### config.mk
export PLATFORM = sky130hd
export DESIGN_NAME = ram_port_arbiter
export DESIGN_NICKNAME = d
export VERILOG_FILES = /design/src/rtl/pic_pkg.sv /design/src/rtl/ram_port_arbiter.sv
export SDC_FILE = /design/constraint.sdc
export NUM_CORES = 1
export LEC_CHECK = 0
export BUFFER_PORTS_ARGS = -buffer_cell sky130_fd_sc_hd__buf_2
export CORE_UTILIZATION = 37
export DETAILED_ROUTE_END_ITERATION = 6
export PLACE_DENSITY = 0.75
export RECOVER_POWER = 50
export SYNTH_ARGS = -nofsm -noshare
export SYNTH_HDL_FRONTEND = slang
export SYNTH_SLANG_ARGS = --single-unit
### constraint.sdc
create_clock -name clk -period 1.5 [get_ports clk]
set_input_delay 0.15 -clock clk [delete_from_list [all_inputs] [get_ports clk]]
set_output_delay 0.15 -clock clk [all_outputs]
set_load 0.005 [all_outputs]
### src/rtl/pic_pkg.sv
// Shared definitions for the core's data-RAM side: RAM geometry and the
// state encoding of the RAM port arbiter.
package pic_pkg;

  localparam int RAM_ADDR_W = 5;
  localparam int RAM_DATA_W = 8;

  typedef enum logic [1:0] {
    IDLE  = 2'd0,
    WAIT  = 2'd1,
    GRANT = 2'd2,
    ACK   = 2'd3
  } arb_state_t;

endpackage

### src/rtl/ram_port_arbiter.sv
// Shares the data RAM between the core (priority) and a four-phase host
// requester; a bounded wait forces a single core stall so the host always completes.
module ram_port_arbiter
  import pic_pkg::*;
#(
  parameter int ADDR_W   = RAM_ADDR_W,
  parameter int DATA_W   = RAM_DATA_W,
  parameter int MAX_WAIT = 8
) (
  input  logic              clk,
  input  logic              rst,
  input  logic              core_access,
  input  logic              core_we,
  input  logic [ADDR_W-1:0] core_addr,
  input  logic [DATA_W-1:0] core_wdata,
  output logic              core_stall,
  input  logic              host_req,
  input  logic              host_we,
  input  logic [ADDR_W-1:0] host_addr,
  input  logic [DATA_W-1:0] host_wdata,
  output logic              host_ack,
  output logic [DATA_W-1:0] host_rdata,
  output logic              ram_we,
  output logic [ADDR_W-1:0] ram_addr,
  output logic [DATA_W-1:0] ram_wdata,
  input  logic [DATA_W-1:0] ram_rdata
);

  localparam int              CNT_W   = $clog2(MAX_WAIT + 1);
  localparam logic [CNT_W-1:0] CNT_MAX = CNT_W'(MAX_WAIT);

  arb_state_t       state;
  logic [CNT_W-1:0] wait_cnt;

  always_ff @(posedge clk) begin
    if (rst) begin
      state      <= IDLE;
      wait_cnt   <= '0;
      host_rdata <= '0;
    end else begin
      case (state)
        IDLE: begin
          if (host_req) begin
            if (core_access) begin
              state    <= WAIT;
              wait_cnt <= CNT_W'(1);
            end else begin
              state <= GRANT;
            end
          end
        end
        WAIT: begin
          if (!host_req) begin
            state    <= IDLE;
            wait_cnt <= '0;
          end else if (!core_access || wait_cnt == CNT_MAX) begin
            state <= GRANT;
          end else begin
            // Only reached below CNT_MAX, so the increment saturates naturally.
            wait_cnt <= wait_cnt + 1'b1;
          end
        end
        GRANT: begin
          if (!host_we) host_rdata <= ram_rdata;
          wait_cnt <= '0;
          state    <= ACK;
        end
        ACK: begin
          // A fresh request is only honoured after req has dropped.
          if (!host_req) state <= IDLE;
        end
        default: state <= IDLE;
      endcase
    end
  end

  assign core_stall = (state == GRANT);
  assign host_ack   = (state == ACK);

  // RAM port mux; reset blocks any write, including a host write caught mid-GRANT.
  always_comb begin
    ram_we    = core_we & core_access;
    ram_addr  = core_addr;
    ram_wdata = core_wdata;
    if (state == GRANT) begin
      ram_we    = host_we;
      ram_addr  = host_addr;
      ram_wdata = host_wdata;
    end
    if (rst) ram_we = 1'b0;
  end

endmodule
==> results_dict.tcl, run 1 <==
set metrics [dict create \
    status "complete, but fails checks" \
    violations "negative setup slack" \
    seq_area_frac_synth_pct 29.7 \
    startpoint "state[0]" \
    rsz0062_at_grt "true" \
    yosysWarnings 0 \
    cts_htree_levels 1 \
    post-route-period-util_pct 111 \
    final_nets 229 \
    clk_latency_ns 0.30 \
    hp-class "input port to flop" \
    drtAntennaViolNets 0 \
    antenna_cells 0 \
    cp-start-kind "flop" \
    setup_violations 26 \
    grt_max_degree 16 \
    worst-path-buf-inv 4 \
    pre_cts_slack_ns -0.0303 \
    rrSetupSlack_ns -0.10 \
    p_switching_w 0.00101 \
    place.gp.congestion 0.804 \
    clockRootBuffer "clkbuf_4" \
    crit_type "flop to output pin" \
    netlist_area_um2 945 \
    met3WireLength_um 283 \
    cp_cell_sequence "inv_2, ha_4, buf_6, buf_6, nor2_4, a21oi_2, nor2_1, buf_2" \
    slew-limit-headroom_pct 79.3 \
    num_rows 17 \
    slew_viol_final 0 \
    die_w_um 52.5 \
    start_util_pct 40.7 \
    peakVddDrop_mv 1.16 \
    clk_path_buf_depth 2 \
    ys_seq_elements 14 \
    io_buffers 63 \
    combPwrFrac_pct 70.4 \
    grt_overflow 0 \
    layout_common_cells "46 x buf_2, 18 x buf_6, 14 x mux2_4" \
    grt_use_total_pct 23.8 \
    firstDrtPassIters 4 \
    path_max_fanout 3 \
    internal_power_w 0.00170 \
    r2r_end "host_rdata[3]" \
    worstReg2RegStart "state[1]" \
    swShare_pct 37.3 \
    layout_commonest_cell "buf_2" \
    worstHoldStart "ram_rdata[2]" \
    crit_top_cell "buf_6" \
    cts_buffers 3 \
    cts_hold_buffers 0 \
    clkSinkCount 14 \
    cp_slowest_stage_delay_ns 0.35 \
    hold_slack_ns 0.0934 \
    grt_pass1_wl_mm 4.79 \
    setup_ws_ns -0.161 \
    grt_pass1_vias 1081 \
    hpwl_mm 2.05 \
    via_per_inst 5.44 \
    wl_mm 3.84 \
    p_seq_share_pct 18.7 \
    cp_data_required_time_ns 1.35 \
    drive_gt1_share_pct 63.0 \
    synth_nets 150 \
    die-area_um2 2760 \
    ys_types 30 \
    finalCriticalPeriod_ns 1.66 \
    reg2reg_depth 7 \
    arrival_ns 1.51 \
    skew_ns 0.0141 \
    path_clk_slew_ns 0.11 \
    power_density_nw_per_um2 1580 \
    drtIter0Drc 28 \
    clkPwrFrac_pct 10.9 \
    worst_path_max_delay_cell "dfxtp_2" \
    hold_viol 0 \
    wl_per_cell_um 18.4 \
    p_leak_nw 0.804 \
    critPathTopFamily "buffers and inverters" \
    hold_depth 3 \
    syn2layout_area_growth_pct 81.6 \
    hold-path-endpoint "host_rdata[2]" \
    antenna_found_initial 0 \
    met1_length_mm 1.41 \
    syn_area_per_cell_um2 9.17 \
    die_h_um 52.5 \
    cts_tree "built" \
    fmax_mhz 602 \
    coreArea_um2 2320 \
    endpoint_kind "output pin" \
    dr_total_vias 1137 \
    cap_violations 0 \
    cp_num_cells 8 \
    top_layer_used "met4" \
    ios 64 \
    syn_inst 103 \
    drc 0 \
    worst_slew_pin_slew_ns 0.311 \
    wl_met2_mm 2.04 \
]
## what timing repair did
| action | in CTS | in global routing |
|---|---|---|
| pin swaps | 9 | 6 |
| setup buffers | 4 | 2 |
| cloned | 1 | 0 |
| setup endpoints to repair | 18 | 29 |
| gates resized for setup | 32 | 28 |
## area by class of cell
| type | instances | area, um2 |
|---|---|---|
| fill | 161 | 603 |
| tap | 28 | 35.0 |
| multi-input combinational | 78 | 761 |
| sequential | 14 | 287 |
| timing repair buffer | 79 | 571 |
| inverter | 6 | 26.3 |
| clock buffer | 4 | 36.3 |
## Yosys cell counts (all sizes together)
cell type	instances	area (um2)
nor2b	2	12.5
dfxtp	14	280
buf	4	20.0
nand3	1	5.00
nand2b	1	6.26
and2	1	6.26
nor3	1	5.00
inv	6	22.5
a211oi	2	20.0
a21oi	7	35.0
o21ai	4	20.0
mux2i	11	110
or2	1	6.26
nand2	4	15.0
a41oi	2	25.0
a21boi	1	7.51
ha	7	87.6
nor2	13	48.8
nand4	1	6.26
clkbuf	1	3.75
mux2	14	161
or3	1	6.26
a221o	1	10.0
nand3b	1	7.51
o311a	1	10.0
a31oi	1	6.26
## power groups by stage
stage	Sequential (W)	Clock (W)	Combinational, W
3_5_place_dp	0.000477	0	0.00116
3_3_place_gp	0.000474	0	0.00112
6_report	0.000506	0.000296	0.00191
4_1_cts	0.000487	0.000293	0.00157
5_1_grt	0.000512	0.000315	0.00201
2_1_floorplan	0.000487	0	0.000702
## registers in the layout, indices dropped and copies added (netlist names)
register / cells
state: 2
wait_cnt: 4
host_rdata: 8
## worst register-to-register path, delay by kind of cell, from the launching register on
kind          cells  cell delay [ns]
fa+ha+maj         1             0.21
flops             1             0.40
simple gates      2             0.23
buf+inv           3             0.39
mux               1             0.25
## per-layer routing
metal | up-vias | global-route usage [%]
met4 | 0 | 7.89
met1 | 537 | 27.2
met3 | 13 | 3.77
met2 | 68 | 43.9
li1 | 519 | -
met5 | - | 0
## how the worst max path moves through the flow
stage                  end
5_1_grt             ram_we
2_1_floorplan  ram_addr[0]
3_5_place_dp      state[0]
6_report            ram_we
4_1_cts             ram_we
3_3_place_gp      state[0]
## stage by stage
step / std cells / power [W] / area, um2 / TNS [ns] / utilization, %
after floorplan: 103 / 0.00119 / 950 / 0 / -
after global placement: 198 / 0.00159 / 1350 / -0.0141 / 58.3
after detailed placement: 198 / 0.00163 / 1350 / -0.0424 / 58.3
after CTS: 207 / 0.00235 / 1590 / -1.49 / 68.6
after global routing: 209 / 0.00283 / 1720 / -3.59 / 74.0
final: 209 / 0.00271 / 1720 / -2.17 / 74.0
## logic make-up (layout without fill, tap and decap cells)
group / after synthesis / count (layout) / synth area share, %
compound gates: 19 / 19 / 14.2
fa+ha+maj: 7 / 7 / 9.27
buf+inv: 11 / 89 / 4.90
flops: 14 / 14 / 29.7
mux: 25 / 25 / 28.7
simple gates: 27 / 27 / 13.2
(Power assumes the default switching activity.)
==> run 2, diff against run 1 <==
- MAX_ROUTING_LAYER: unset -> met4
==> results_dict.tcl, run 2 (synthesis gave the netlist of run 1 again) <==
set metrics [dict create \
    io_buffers 63 \
    rsz0062_at_grt "true" \
    largestRegisters "host_rdata (8), wait_cnt (4), state (2)" \
    reg2reg_depth 7 \
    endpoint_kind "output pin" \
    setup_violations 24 \
    antenna_cells 0 \
    worst_path_max_delay_cell "dfxtp_2" \
    place_inst 198 \
    place.gp.congestion 0.815 \
    slew_viol_final 0 \
    cts_hold_buffers 0 \
    drtAntennaViolNets 0 \
    startpoint "state[0]" \
    cts_htree_levels 1 \
    dr_total_vias 1166 \
    cp_cell_sequence "inv_2, ha_4, buf_6, buf_6, nor2_4, a21oi_2, nor2_1, buf_2" \
    clkPwrFrac_pct 10.8 \
    peakVddDrop_mv 1.16 \
    start_util_pct 40.7 \
    crit_type "flop to output pin" \
    swShare_pct 37.3 \
    path_clk_slew_ns 0.10 \
    grt_use_total_pct 24.3 \
    crit_top_cell "buf_6" \
    via_per_inst 5.58 \
    grt_max_degree 16 \
    setup-tns-final_ns -2.05 \
    cp_slowest_stage_delay_ns 0.35 \
    final_core_util_pct 74.0 \
    cts_tree "built" \
    layout_commonest_cell "buf_2" \
    grt_pass1_vias 1083 \
    die_h_um 52.5 \
    hpwl_mm 2.05 \
    setup_ws_ns -0.165 \
    largest_reg_flops 8 \
    combPwrFrac_pct 70.5 \
    post-route-period-util_pct 111 \
    fin_cells 209 \
    slew-limit-headroom_pct 79.7 \
    drive_gt1_share_pct 63.0 \
    fmax_mhz 600 \
    status "complete, but fails checks" \
    finalCriticalPeriod_ns 1.67 \
    num_rows 17 \
    wl_per_cell_um 18.4 \
    clk_latency_ns 0.30 \
    r2r_end "host_rdata[3]" \
    skew_ns 0.0120 \
    power_density_nw_per_um2 1580 \
    cp_data_required_time_ns 1.35 \
    p_switching_w 0.00101 \
    violations "negative setup slack" \
    arrival_ns 1.52 \
    clockRootBuffer "clkbuf_4" \
    worstReg2RegStart "state[1]" \
    p_leak_nw 0.804 \
    worstHoldStart "ram_rdata[2]" \
    layout_common_cells "46 x buf_2, 18 x buf_6, 14 x mux2_4" \
    die_w_um 52.5 \
    crit_path_end "ram_we" \
    cap_violations 0 \
    cts_buffers 3 \
    path_max_fanout 3 \
    final_nets 229 \
    grt_overflow 0 \
    die-area_um2 2760 \
    firstDrtPassIters 4 \
    rrSetupSlack_ns -0.08 \
    grt_pass1_wl_mm 4.78 \
    wl_mm 3.85 \
    syn2layout_area_growth_pct 81.6 \
    drtIter0Drc 37 \
    p_seq_share_pct 18.7 \
    clk_path_buf_depth 2 \
    clkSinkCount 14 \
    coreArea_um2 2320 \
    cp-start-kind "flop" \
    hold_viol 0 \
    pre_cts_slack_ns -0.0303 \
    ios 64 \
    drc 0 \
    internal_power_w 0.00170 \
    regMostFlops "host_rdata" \
    worst_slew_pin_slew_ns 0.305 \
    antenna_found_initial 0 \
    hp-class "input port to flop" \
]
## run 2: through the flow
stage	cell area (um2)	power (W)	hold slack (ns)
global route	1720	0.00283	0.107
floorplan	950	0.00119	0.215
global placement	1350	0.00159	0.388
CTS	1590	0.00235	0.0993
detailed placement	1350	0.00163	0.396
finish	1720	0.00270	0.0953
## run 2: worst min path at each step
stage,to,cells after the start
after floorplan,state[0],1
after global placement,host_rdata[2],3
after detailed placement,host_rdata[0],3
after CTS,host_rdata[0],3
after global routing,host_rdata[0],3
final,host_rdata[2],3
## run 2: timing repair
action                                 CTS  global route
gates resized for setup                 32            28
endpoints found under the hold margin    0             0
gates cloned                             1             0
setup buffers                            4             2
pin swaps                                9             6
setup endpoints to repair               18            29
## run 2: final cells by class
class	count	area [um2]
Sequential cell	14	287
Clock buffer	4	36.3
Multi-Input combinational cell	78	761
Timing Repair Buffer	79	571
Fill cell	161	603
Inverter	6	26.3
Tap cell	28	35.0
## run 2: power by group through the flow
stage	clock network, W	registers [W]	logic (W)
after floorplan	0	0.000487	0.000702
after global placement	0	0.000474	0.00112
after detailed placement	0	0.000477	0.00116
after CTS	0.000293	0.000487	0.00157
after global routing	0.000312	0.000512	0.00201
final	0.000292	0.000506	0.00191
## run 2: critical path: cells and delay by family, from the launching register on
| family | cells | cell delay, ns |
|---|---|---|
| compound gates | 1 | 0.05 |
| flops | 1 | 0.35 |
| fa+ha+maj | 1 | 0.19 |
| buf+inv | 4 | 0.44 |
| simple gates | 2 | 0.19 |
## run 2: per-layer routing
layer  up-vias  track usage (%)  part of all wire [%]
met3        13             3.48                   8.4
met5         -                -                     0
li1        520                -                     -
met4         0             7.89                   2.8
met1       551             27.2                    35
met2        82             43.9                    53
==> run 3, diff against run 2 <==
- CORE_ASPECT_RATIO: unset -> 1.4
==> results_dict.tcl, run 3 (synthesis gave the netlist of run 1 again) <==
set metrics [dict create \
    status "complete, but fails checks" \
    violations "negative setup slack" \
    met3WireLength_um 158 \
    wl_met2_mm 1.43 \
    cp-start-kind "flop" \
    hold_viol 0 \
    cts_buffers 3 \
    post-route-period-util_pct 107 \
    skew_ns 0.0107 \
    endpoint_kind "output pin" \
    drc 0 \
    rrSetupSlack_ns -0.07 \
    path_max_fanout 7 \
    drive_gt1_share_pct 54.3 \
    layout_common_cells "46 x buf_2, 14 x mux2_4, 13 x nor2_1" \
    arrival_ns 1.46 \
    critPathTopFamily "flip-flops" \
    p_seq_share_pct 22.2 \
    drtAntennaViolNets 0 \
    grt_pass1_vias 1043 \
    worst_path_max_delay_cell "dfxtp_2" \
    clk_path_buf_depth 2 \
    peakVddDrop_mv 0.897 \
    internal_power_w 0.00143 \
    hp-class "input port to flop" \
    fmax_mhz 620 \
    wl_per_cell_um 12.8 \
    power_density_nw_per_um2 1440 \
    setup_violations 17 \
    stdcell_area_um2 1560 \
    clkSinkCount 14 \
    drtIter0Drc 13 \
    layout_commonest_cell "buf_2" \
    ios 64 \
    firstDrtPassIters 4 \
    top_layer_used "met4" \
    slew-limit-headroom_pct 80.5 \
    swShare_pct 36.2 \
    grt_pass1_wl_mm 4.19 \
    die-area_um2 2760 \
    grt_use_total_pct 21.6 \
    hold_slack_ns 0.104 \
    grt_max_degree 16 \
    hpwl_mm 1.95 \
    dr_total_vias 1081 \
    wl_mm 2.68 \
    cp_data_required_time_ns 1.35 \
    clockRootBuffer "clkbuf_4" \
    clk_latency_ns 0.28 \
    largestRegisters "host_rdata (8), wait_cnt (4), state (2)" \
    p_leak_nw 0.750 \
    crit_type "flop to output pin" \
    cp_cell_sequence "inv_4, ha_4, buf_8, mux2_4, buf_6" \
    die_h_um 61.8 \
    grt_overflow 0 \
    slew_viol_final 0 \
    via_per_inst 5.17 \
    num_rows 21 \
    syn2layout_area_growth_pct 65.0 \
    coreArea_um2 2420 \
    clkPwrFrac_pct 12.4 \
    rsz0062_at_grt "true" \
    start_util_pct 39.1 \
    worst_slew_pin_slew_ns 0.293 \
    die_w_um 44.7 \
    regMostFlops "host_rdata" \
    cp_slowest_stage_delay_ns 0.38 \
    final_nets 223 \
    cap_violations 0 \
    nFillCells 204 \
    antenna_found_initial 0 \
    worst-path-buf-inv 3 \
    finalCriticalPeriod_ns 1.61 \
    combPwrFrac_pct 65.4 \
    io_buffers 63 \
    p_switching_w 0.000814 \
    placed_cell_area_um2 1330 \
    setup_ws_ns -0.112 \
    place.gp.congestion 0.877 \
    largest_reg_flops 8 \
    cts_htree_levels 1 \
    cts_tree "built" \
    path_clk_slew_ns 0.10 \
    met1_length_um 978 \
    antenna_cells 0 \
]
-- run 3: tightest hold or removal path: stages --
cell and delay [ns]:
buf_2 0.07, mux2i_1 0.05, nor2_1 0.07
-- run 3: area by class of cell --
type	instances	area [um2]	share of cell area, %
repair buffers	73	467	29.9
inverters	6	25.0	1.61
multi-input cells	78	702	45.0
clock buffers	4	36.3	2.33
well taps	34	42.5	2.73
flip-flops and latches	14	287	18.4
-- run 3: worst paths after layout --
path / from / endpoint / cells after the start
setup reg to reg: state[1] / state[0] / 6
hold reg to reg: host_rdata[5] / host_rdata[5] / 2
hold / removal: ram_rdata[7] / host_rdata[7] / 3
setup / recovery: state[0] / ram_addr[2] / 5
-- run 3: timing repair --
| action | in CTS | in global routing |
|---|---|---|
| resized for setup | 34 | 6 |
| hold buffers | 0 | 0 |
| endpoints found under the hold margin | 0 | 0 |
| buffers inserted | 3 | 0 |
| endpoints found under the setup margin | 22 | 20 |
| pin swaps | 2 | 2 |
-- run 3: stage by stage --
step	power, W	setup WS (ns)	setup TNS, ns	instances	utilization [%]
after global routing	0.00240	-0.163	-2.58	209	64.5
after CTS	0.00218	-0.103	-1.32	209	64.0
after global placement	0.00154	-0.0602	-0.0621	202	55.1
after detailed placement	0.00156	-0.108	-0.188	202	55.1
after floorplan	0.00119	0.0233	0	103	-
final	0.00225	-0.112	-1.44	209	64.5
-- run 3: routing by layer --
metal	vias up	GRT usage, %
met5	-	-
met4	0	13.9
met3	10	1.73
met2	63	41.6
met1	497	20.2
li1	511	-
-- run 3: power by group through the flow --
stage	sequential (W)	clock (W)	combinational [W]
after floorplan	0.000487	0	0.000702
after global placement	0.000481	0	0.00106
after detailed placement	0.000486	0	0.00108
after CTS	0.000495	0.000282	0.00140
after global routing	0.000505	0.000313	0.00158
final	0.000499	0.000279	0.00147
